## src/rtl/prog_nonoverlap_clkgen.sv

```systemverilog
// prog_nonoverlap_clkgen: single-domain counter-based generator for non-overlapping MOD/MODN and phase-shifted CLKL.
// Config is shadowed and swapped in only at a period boundary so a retune never produces a runt pulse.
module prog_nonoverlap_clkgen #(
    parameter int DIV_W    = 16,
    parameter int DEAD_W   = 8,
    parameter int N_L      = 2,
    parameter int DEF_HALF = 50,
    parameter int DEF_DEAD = 4
) (
    input  logic                     USER_CLOCK,
    input  logic                     RESET_N,
    input  logic                     ENABLE,
    input  logic                     CFG_LOAD,
    input  logic [DIV_W-1:0]         CFG_HALF,
    input  logic [DEAD_W-1:0]        CFG_DEAD,
    input  logic [N_L*(DIV_W+1)-1:0] CFG_PHASE,
    output logic                     CLK_MOD,
    output logic                     CLK_MODN,
    output logic [N_L-1:0]           CLKL_MOD,
    output logic                     PERIOD_STB,
    output logic                     CFG_PENDING,
    output logic                     RUNNING
);
    localparam int CW = DIV_W + 1;
    localparam int XW = (DEAD_W > DIV_W) ? DEAD_W : DIV_W;

    typedef enum logic [1:0] {
        IDLE = 2'd0,
        RUN  = 2'd1,
        STOP = 2'd2
    } state_t;

    state_t            state_q;
    logic [CW-1:0]     cnt_q;
    logic [DIV_W-1:0]  half_q;
    logic [DIV_W-1:0]  dead_q;
    logic [N_L*CW-1:0] phase_q;
    logic [DIV_W-1:0]  half_pnd_q;
    logic [DEAD_W-1:0] dead_pnd_q;
    logic [N_L*CW-1:0] phase_pnd_q;
    logic              pnd_q;
    logic              mod_q;
    logic              modn_q;
    logic              stb_q;
    logic [N_L-1:0]    clkl_q;

    function automatic logic [DIV_W-1:0] sat_half(input logic [DIV_W-1:0] h);
        return (h < DIV_W'(2)) ? DIV_W'(2) : h;
    endfunction

    function automatic logic [DIV_W-1:0] sat_dead(input logic [DEAD_W-1:0] d,
                                                  input logic [DIV_W-1:0]  h);
        return (XW'(d) >= XW'(h)) ? (h - DIV_W'(1)) : DIV_W'(d);
    endfunction

    function automatic logic [CW-1:0] sat_phase(input logic [CW-1:0]    p,
                                                input logic [DIV_W-1:0] h);
        logic [CW-1:0] two_h;
        two_h = {h, 1'b0};
        return (p >= two_h) ? (two_h - CW'(1)) : p;
    endfunction

    // Phase-shifted position wrapped into [0, 2H); never exceeds CW bits since cnt < phase in the wrap branch.
    function automatic logic clkl_level(input logic [CW-1:0]    cnt,
                                        input logic [CW-1:0]    ph,
                                        input logic [DIV_W-1:0] h);
        logic [CW-1:0] s;
        s = (cnt >= ph) ? (cnt - ph) : (cnt + ({h, 1'b0} - ph));
        return s < CW'(h);
    endfunction

    logic [DIV_W-1:0]  app_half;
    logic [DIV_W-1:0]  app_dead;
    logic [N_L*CW-1:0] app_phase;

    always_comb begin
        app_half  = sat_half(half_pnd_q);
        app_dead  = sat_dead(dead_pnd_q, app_half);
        app_phase = '0;
        for (int k = 0; k < N_L; k++) begin
            app_phase[k*CW +: CW] = sat_phase(phase_pnd_q[k*CW +: CW], app_half);
        end
    end

    logic [CW-1:0]  two_h;
    logic           wrap;
    logic           apply;
    logic           dec_mod;
    logic           dec_modn;
    logic [N_L-1:0] dec_clkl;

    // Decode stage: pure function of cnt and active config, registered below for a 1-cycle cnt -> pin latency.
    always_comb begin
        two_h    = {half_q, 1'b0};
        wrap     = (state_q != IDLE) && (cnt_q == two_h - CW'(1));
        apply    = pnd_q && ((state_q == IDLE) ? ENABLE : wrap);
        dec_mod  = (cnt_q >= CW'(dead_q)) && (cnt_q < CW'(half_q));
        dec_modn = (cnt_q >= CW'(half_q) + CW'(dead_q)) && (cnt_q < two_h);
        dec_clkl = '0;
        for (int k = 0; k < N_L; k++) begin
            dec_clkl[k] = clkl_level(cnt_q, phase_q[k*CW +: CW], half_q);
        end
    end

    always_ff @(posedge USER_CLOCK) begin
        if (!RESET_N) begin
            state_q     <= IDLE;
            cnt_q       <= '0;
            half_q      <= DIV_W'(DEF_HALF);
            dead_q      <= DIV_W'(DEF_DEAD);
            phase_q     <= '0;
            half_pnd_q  <= DIV_W'(DEF_HALF);
            dead_pnd_q  <= DEAD_W'(DEF_DEAD);
            phase_pnd_q <= '0;
            pnd_q       <= 1'b0;
            mod_q       <= 1'b0;
            modn_q      <= 1'b0;
            stb_q       <= 1'b0;
            clkl_q      <= '0;
        end else begin
            if (apply) begin
                half_q  <= app_half;
                dead_q  <= app_dead;
                phase_q <= app_phase;
            end
            // A load coinciding with an apply becomes the next pending value.
            if (CFG_LOAD) begin
                half_pnd_q  <= CFG_HALF;
                dead_pnd_q  <= CFG_DEAD;
                phase_pnd_q <= CFG_PHASE;
            end
            pnd_q <= CFG_LOAD | (pnd_q & ~apply);

            case (state_q)
                IDLE: begin
                    cnt_q  <= '0;
                    mod_q  <= 1'b0;
                    modn_q <= 1'b0;
                    stb_q  <= 1'b0;
                    clkl_q <= '0;
                    if (ENABLE) begin
                        state_q <= RUN;
                    end
                end
                RUN, STOP: begin
                    mod_q  <= dec_mod;
                    modn_q <= dec_modn;
                    stb_q  <= (cnt_q == '0);
                    clkl_q <= (state_q == STOP) ? (clkl_q & dec_clkl) : dec_clkl;
                    cnt_q  <= wrap ? '0 : (cnt_q + CW'(1));
                    if (ENABLE) begin
                        state_q <= RUN;
                    end else if (wrap) begin
                        state_q <= IDLE;
                    end else begin
                        state_q <= STOP;
                    end
                end
                default: begin
                    state_q <= IDLE;
                    cnt_q   <= '0;
                end
            endcase
        end
    end

    assign CLK_MOD     = mod_q;
    assign CLK_MODN    = modn_q;
    assign CLKL_MOD    = clkl_q;
    assign PERIOD_STB  = stb_q;
    assign CFG_PENDING = pnd_q;
    assign RUNNING     = (state_q != IDLE);

endmodule

```

## config.mk

```make
export PLATFORM = sky130hd
export DESIGN_NAME = prog_nonoverlap_clkgen
export DESIGN_NICKNAME = d
export VERILOG_FILES = /design/src/rtl/prog_nonoverlap_clkgen.sv
export SDC_FILE = /design/constraint.sdc
export NUM_CORES = 1
export LEC_CHECK = 0
export CAP_MARGIN = 20
export CORE_ASPECT_RATIO = 1.2
export CORE_MARGIN = 4
export CORE_UTILIZATION = 60
export CTS_BUF_LIST = sky130_fd_sc_hd__clkbuf_4
export DETAILED_ROUTE_END_ITERATION = 6
export PLACE_DENSITY_LB_ADDON = 0.08
export SYNTH_ARGS = -nofsm -noshare
export SYNTH_HDL_FRONTEND = slang
export SYNTH_SLANG_ARGS = --single-unit
```

## constraint.sdc

```tcl
create_clock -name USER_CLOCK -period 6.78 [get_ports USER_CLOCK]
set_input_delay 2.034 -clock USER_CLOCK [delete_from_list [all_inputs] [get_ports USER_CLOCK]]
set_output_delay 2.034 -clock USER_CLOCK [all_outputs]
set_load 0.01 [all_outputs]
```

* After elaboration in Yosys (flattened, before gate mapping) *
Index checks and enable logic that the tools add are counted.

storage, ports and cells
  flip-flop bits (word level) = 149
  bits of input ports = 62
  output and inout port bits = 7
  logic and storage cells = 72

cells by class
  $add $sub $neg = 11
  order comparisons = 12
  equality and inequality tests = 4
  mux-type cells = 16
  bitwise gates (word level) = 6
  reductions and logical operators = 10

operators with widths
  operator                 number
  $ge A17 B17 Y1           5
  $mux W17                 4
  $sub A17 B17 Y17         4
  $lt A17 B16 Y1           3
  $add A17 B17 Y17         2
  $sub A17 B1 Y17 const B  2
  $mux W16                 2
  $add A16 B16 Y17         1
  $add A17 B1 Y17 const B  1
  $eq A17 B17 Y1           1
  $ge A17 B16 Y1           1
  $logic_not A17 Y1        1
  $lt A17 B17 Y1           1
  $ge A8 B16 Y1            1
  $lt A16 B2 Y1 const B    1
  $sub A16 B1 Y16 const B  1
  $mux W2                  4
  $pmux W2 S2              2
  $pmux W1 S2              3
  $logic_and A1 B1 Y1      4
  $reduce_bool A2 Y1       2
  $not A1 Y1               3
  $reduce_or A3 Y1         1
  $and A2 B2 Y2            1
  other kinds (8)          8

* Logic depth before layout (Yosys ltp) *
  word-level depth = 8
  depth in mapped cells = 22
  gate-level depth less buffers = 22

* Worst setup path before layout *
No wires, ideal clock.

  kind = reg-to-reg
  from = reg cnt_q[1]
  to = reg clkl_q[0] (netlist: CLKL_MOD[0])
  library setup time = 0.101 ns
  arrival = 4.850 ns
  slack = 1.829 ns
  cell stages (with the launch flop) = 22
  period minus slack after synthesis = 4.951 ns
  cell sequence = dfxtp_1 -> ha_1 -> nor2b_1 -> o31a_1 -> or3_1 -> a21oi_1 -> o21ai_0 -> a21oi_1 -> o311a_1 -> o21a_1 -> clkbuf_1 -> buf_2 -> mux2_2 -> ha_1 -> a21o_1 -> a21oi_1 -> o21ai_0 -> a2111oi_0 -> nor3_1 -> nor4b_1 -> o221ai_1 -> o41ai_1

on the way
  word-level cells in the longest chain between the ends = 6

ends and longest elaborated chain
  element                                   line  text
  from (decl)                               34    logic [CW-1:0] cnt_q;
  from (signal assigned)                    150   cnt_q <= wrap ? '0 : (cnt_q + CW'(1));
  $add A17 B17 Y17 (tied with other cells)  68    s = (cnt >= ph) ? (cnt - ph) : (cnt + ({h, 1'b0} - ph));
  $mux W17 *                                68
  $lt A17 B16 Y1 *                          69    return s < CW'(h);
  $and A2 B2 Y2                             149   clkl_q <= (state_q == STOP) ? (clkl_q & dec_clkl) : dec_clkl;
  $mux W2 *                                 149
  $pmux W2 S2 *                             134   case (state_q)
  to (signal assigned)                      149
  to (decl)                                 45    logic [N_L-1:0] clkl_q;

Every way passes the cells marked *; elsewhere a longest branch is shown, timed or not.
A chain may end at the register's enable or synchronous reset.

* Worst setup path in the final report *
  from = reg cnt_q[1]
  to = reg clkl_q[1] (netlist: CLKL_MOD[1])

Same word-level chain as after synthesis.

==> metrics.json <==
{
  "power": {
    "design_power_total_uw": 2520,
    "vdd.ir_drop.worst_mv": 0.158,
    "cellLeakagePower_uw": 0.00700,
    "cellPowerDensity_nw_per_um2": 163
  },
  "logic_synthesis": {
    "yosysTopAreaCell": "dfxtp_1",
    "synthDistinctLibCells": 70,
    "yosys.area.top_type_share_pct": 20.9,
    "post_synth_inst_count": 1684,
    "yosys_warnings": 0,
    "async_reset_ff_share_pct": 0,
    "postSynthAreaPerCell_sq_um": 8.46,
    "post-synth-top-count-cell": "ha_1",
    "post_synth_instance_area_sq_um": 14300,
    "post_synthesis_sequential_element_count": 149,
    "syn-num-nets": 2002,
    "synth.yosys.seq_area_share_pct": 20.9,
    "synth_flop_cell": "dfxtp_1",
    "ys_top_cells_by_area": "dfxtp_1, ha_1, mux2i_1",
    "ys_top_cells_by_count": "ha_1, inv_1, dfxtp_1",
    "synth_enable_flop_cells": 0
  },
  "global_routing": {
    "grt-ovfl-total": 0,
    "gr-usage-all-layers_pct": 30.1,
    "first_pass_grt_wire_length_um": 62500,
    "grt_max_degree": 117,
    "grt_pass1_vias": 12100,
    "grt_antenna_before_repair": 2
  },
  "detailed_routing": {
    "wl_um": 39400,
    "detailroute.via_count": 12200,
    "drt-pass1-iter-count": 6,
    "post_drt_wl_per_cell_um": 19.2,
    "drt-vias-per-instance": 5.98,
    "drc_errors": 0,
    "drtIter0Drc": 866,
    "antenna_violating_nets_post_route": 0
  },
  "final_layout": {
    "post_route_cells_drive_above_1_share_pct": 4.21,
    "nFillCells": 2045,
    "finalNetCount": 2038,
    "final_cells": 2049,
    "area_growth_syn_to_layout_pct": 8.38,
    "utilization_pct": 66.4
  },
  "placed_design": {
    "hpwl_um": 31800,
    "buffer_ports.inserted": 68,
    "dp.cells": 2016,
    "dp_worst_setup_slack_ps": 1330,
    "finalWeightedCongestion": 0.935
  },
  "floorplanning": {
    "placeableCoreArea_sq_um": 23300,
    "placementRows": 61,
    "die_h_um": 177,
    "chipWidth_um": 149,
    "number_of_placed_i_o_pins": 69,
    "die_area_sq_um": 26300,
    "starting_density_of_the_core_pct": 61.2
  },
  "worst_setup_path": {
    "path_class": "flop to flop",
    "timing.critical_path.from_type": "flop",
    "timing.rr.start": "cnt_q[1]",
    "endpoint_kind": "flop",
    "crit-reg2reg-capture": "CLKL_MOD[1]",
    "timing.reg2reg.setup_slack_ps": 1340,
    "arrival_ps": 5960,
    "crit_required_ps": 7300,
    "crit_fanout": 11,
    "rr_worst_depth": 22
  },
  "sta": {
    "rsz0062_at_grt": "false",
    "finalSetupViolations": 0,
    "layout_worst_path_cycle_share_pct": 80.3,
    "slew_viol_final": 0,
    "fmax_mhz": 184,
    "post-route-min-period_ps": 5440,
    "worst_skew_ps": 40.3,
    "tightestPinTransition_ps": 1050,
    "setup_total_negative_slack_ps": 0,
    "postLayoutSetupSlackWorst_ps": 1340,
    "hold_viol_final": 0,
    "headroom_to_the_max_slew_limit_pct": 29.5
  },
  "min_path": {
    "hp-start": "dead_q[10]",
    "timing.hold.worst_path_depth": 2,
    "timing.hold.worst_endpoint": "dead_q[10]",
    "hold_path.class": "flop to flop"
  },
  "clock_network": {
    "ctsRootBufferMaster": "clkbuf_4",
    "clk_latency_ps": 590,
    "clkTransAtPathRegs_ps": 170,
    "post_cts.resized_instances": 0,
    "number_of_buffers_on_the_longest_clock_path": 2,
    "ctsHoldBuffers": 0,
    "cts_tree": "done",
    "cts.repair_timing.setup_buffer_count": 0,
    "cts-buffers-inserted": 17,
    "cts_sinks": 149,
    "cts_htree_levels": 4
  },
  "flow_run": {
    "drv_cap": 0
  },
  "outcome": {
    "result_of_the_run": "completed"
  }
}
layer usage:
layer | vias to the layer above | part of all wire (%) | global-route usage, %
li1 | 6100 | - | -
met1 | 5695 | 42 | 37.4
met2 | 362 | 47 | 50.8
met3 | 85 | 5.8 | 4.87
met4 | 2 | 5.0 | 14.2
met5 | - | 0.041 | 0
cell families (layout without fill, tap and decap cells):
group / after synthesis / after routing / share of synthesized area, %
xor gates and xnor gates: 113 / 113 / 6.94
and+or+nand+nor: 443 / 443 / 15.4
buffers and inverters: 240 / 289 / 6.56
adders and majority gates: 256 / 256 / 24.3
AOI/OAI and AO/OA: 360 / 360 / 17.1
muxes: 123 / 123 / 8.74
DFF: 149 / 149 / 20.9
other: 0 / 1 / 0
flip-flops by register name, summed over array words and instances (netlist names):
signal and cells:
CFG_PENDING 1, CLKL_MOD 2, CLK_MOD 1, CLK_MODN 1, PERIOD_STB 1, cnt_q 17
dead_pnd_q 8, dead_q 16, half_pnd_q 16, half_q 16, phase_pnd_q 34, phase_q 34
state_q 2
critical path, cell delays in order (launching register included):
cell and delay [ps]:
dfxtp_1 650, inv_1 250, fa_1 570, inv_1 40
ha_1 210, fa_1 420, a21o_1 200, a21oi_1 240
nor2b_1 80, o21ai_0 230, a21oi_1 250, a31o_2 300
a21oi_1 160, xnor2_1 90, mux2_2 270, ha_1 290
nor2b_1 130, o21ai_0 170, a21oi_1 90, a311o_1 320
a21oi_1 120, a31oi_1 100, a221oi_1 190
how the worst max path moves through the flow:
stage                              to  startpoint  cells after the start  slack, ps
after floorplan           CLKL_MOD[0]    cnt_q[1]                     21       1830
after global placement    CLKL_MOD[1]    cnt_q[2]                     21       1550
after detailed placement  CLKL_MOD[1]    cnt_q[1]                     22       1330
after CTS                 CLKL_MOD[1]    cnt_q[1]                     22       1360
after global routing      CLKL_MOD[1]    cnt_q[1]                     22        910
final                     CLKL_MOD[1]    cnt_q[1]                     22       1340
cell type report:
type,instances,area [sq um],share of cell area [%]
Multi-Input combinational cell,1295,10400,67.0
Tap cell,315,394,2.55
Antenna cell,1,2.50,0.0162
Inverter,179,673,4.36
Clock buffer,18,135,0.875
Timing Repair Buffer,78,761,4.92
Sequential cell,149,2980,19.3
Clock inverter,14,145,0.940
per-stage QoR:
stage | cell area [sq um] | hold WS (ps)
after CTS | 15400 | 482
after detailed placement | 15200 | 463
final | 15400 | 482
after global routing | 15400 | 505
after floorplan | 14300 | 442
after global placement | 15200 | 463
cells in the final DEF, fill, tap and decap left out, drive strengths merged, types with 5 or more instances in the layout:
cell type,n
nor2,139
nand2,58
a211o,6
xor2,46
mux2,11
and4,5
buf,12
inv,184
nor3,35
a21oi,88
o21bai,7
o21a,19
a31oi,12
o211ai,11
mux2i,112
a211oi,13
or4,5
and3,11
xnor2,67
clkinvlp,5
o41ai,5
nor2b,22
clkdlybuf4s50,66
ha,221
dfxtp,149
nand2b,17
o31ai,59
nand4,23
a2111oi,7
nor4,12
or3,11
fa,35
clkbuf,18
a21o,42
o21ai,55
and2,5
nand3,87
power by group:
part           leakage (uW)  total [uW]  internal [uW]  switching [uW]
Clock              0.000138         571            197             374
Combinational       0.00565         997            454             543
Sequential          0.00122         952            910            41.4
Total               0.00700        2520           1560             958
Power figures use the tool's default switching activity.
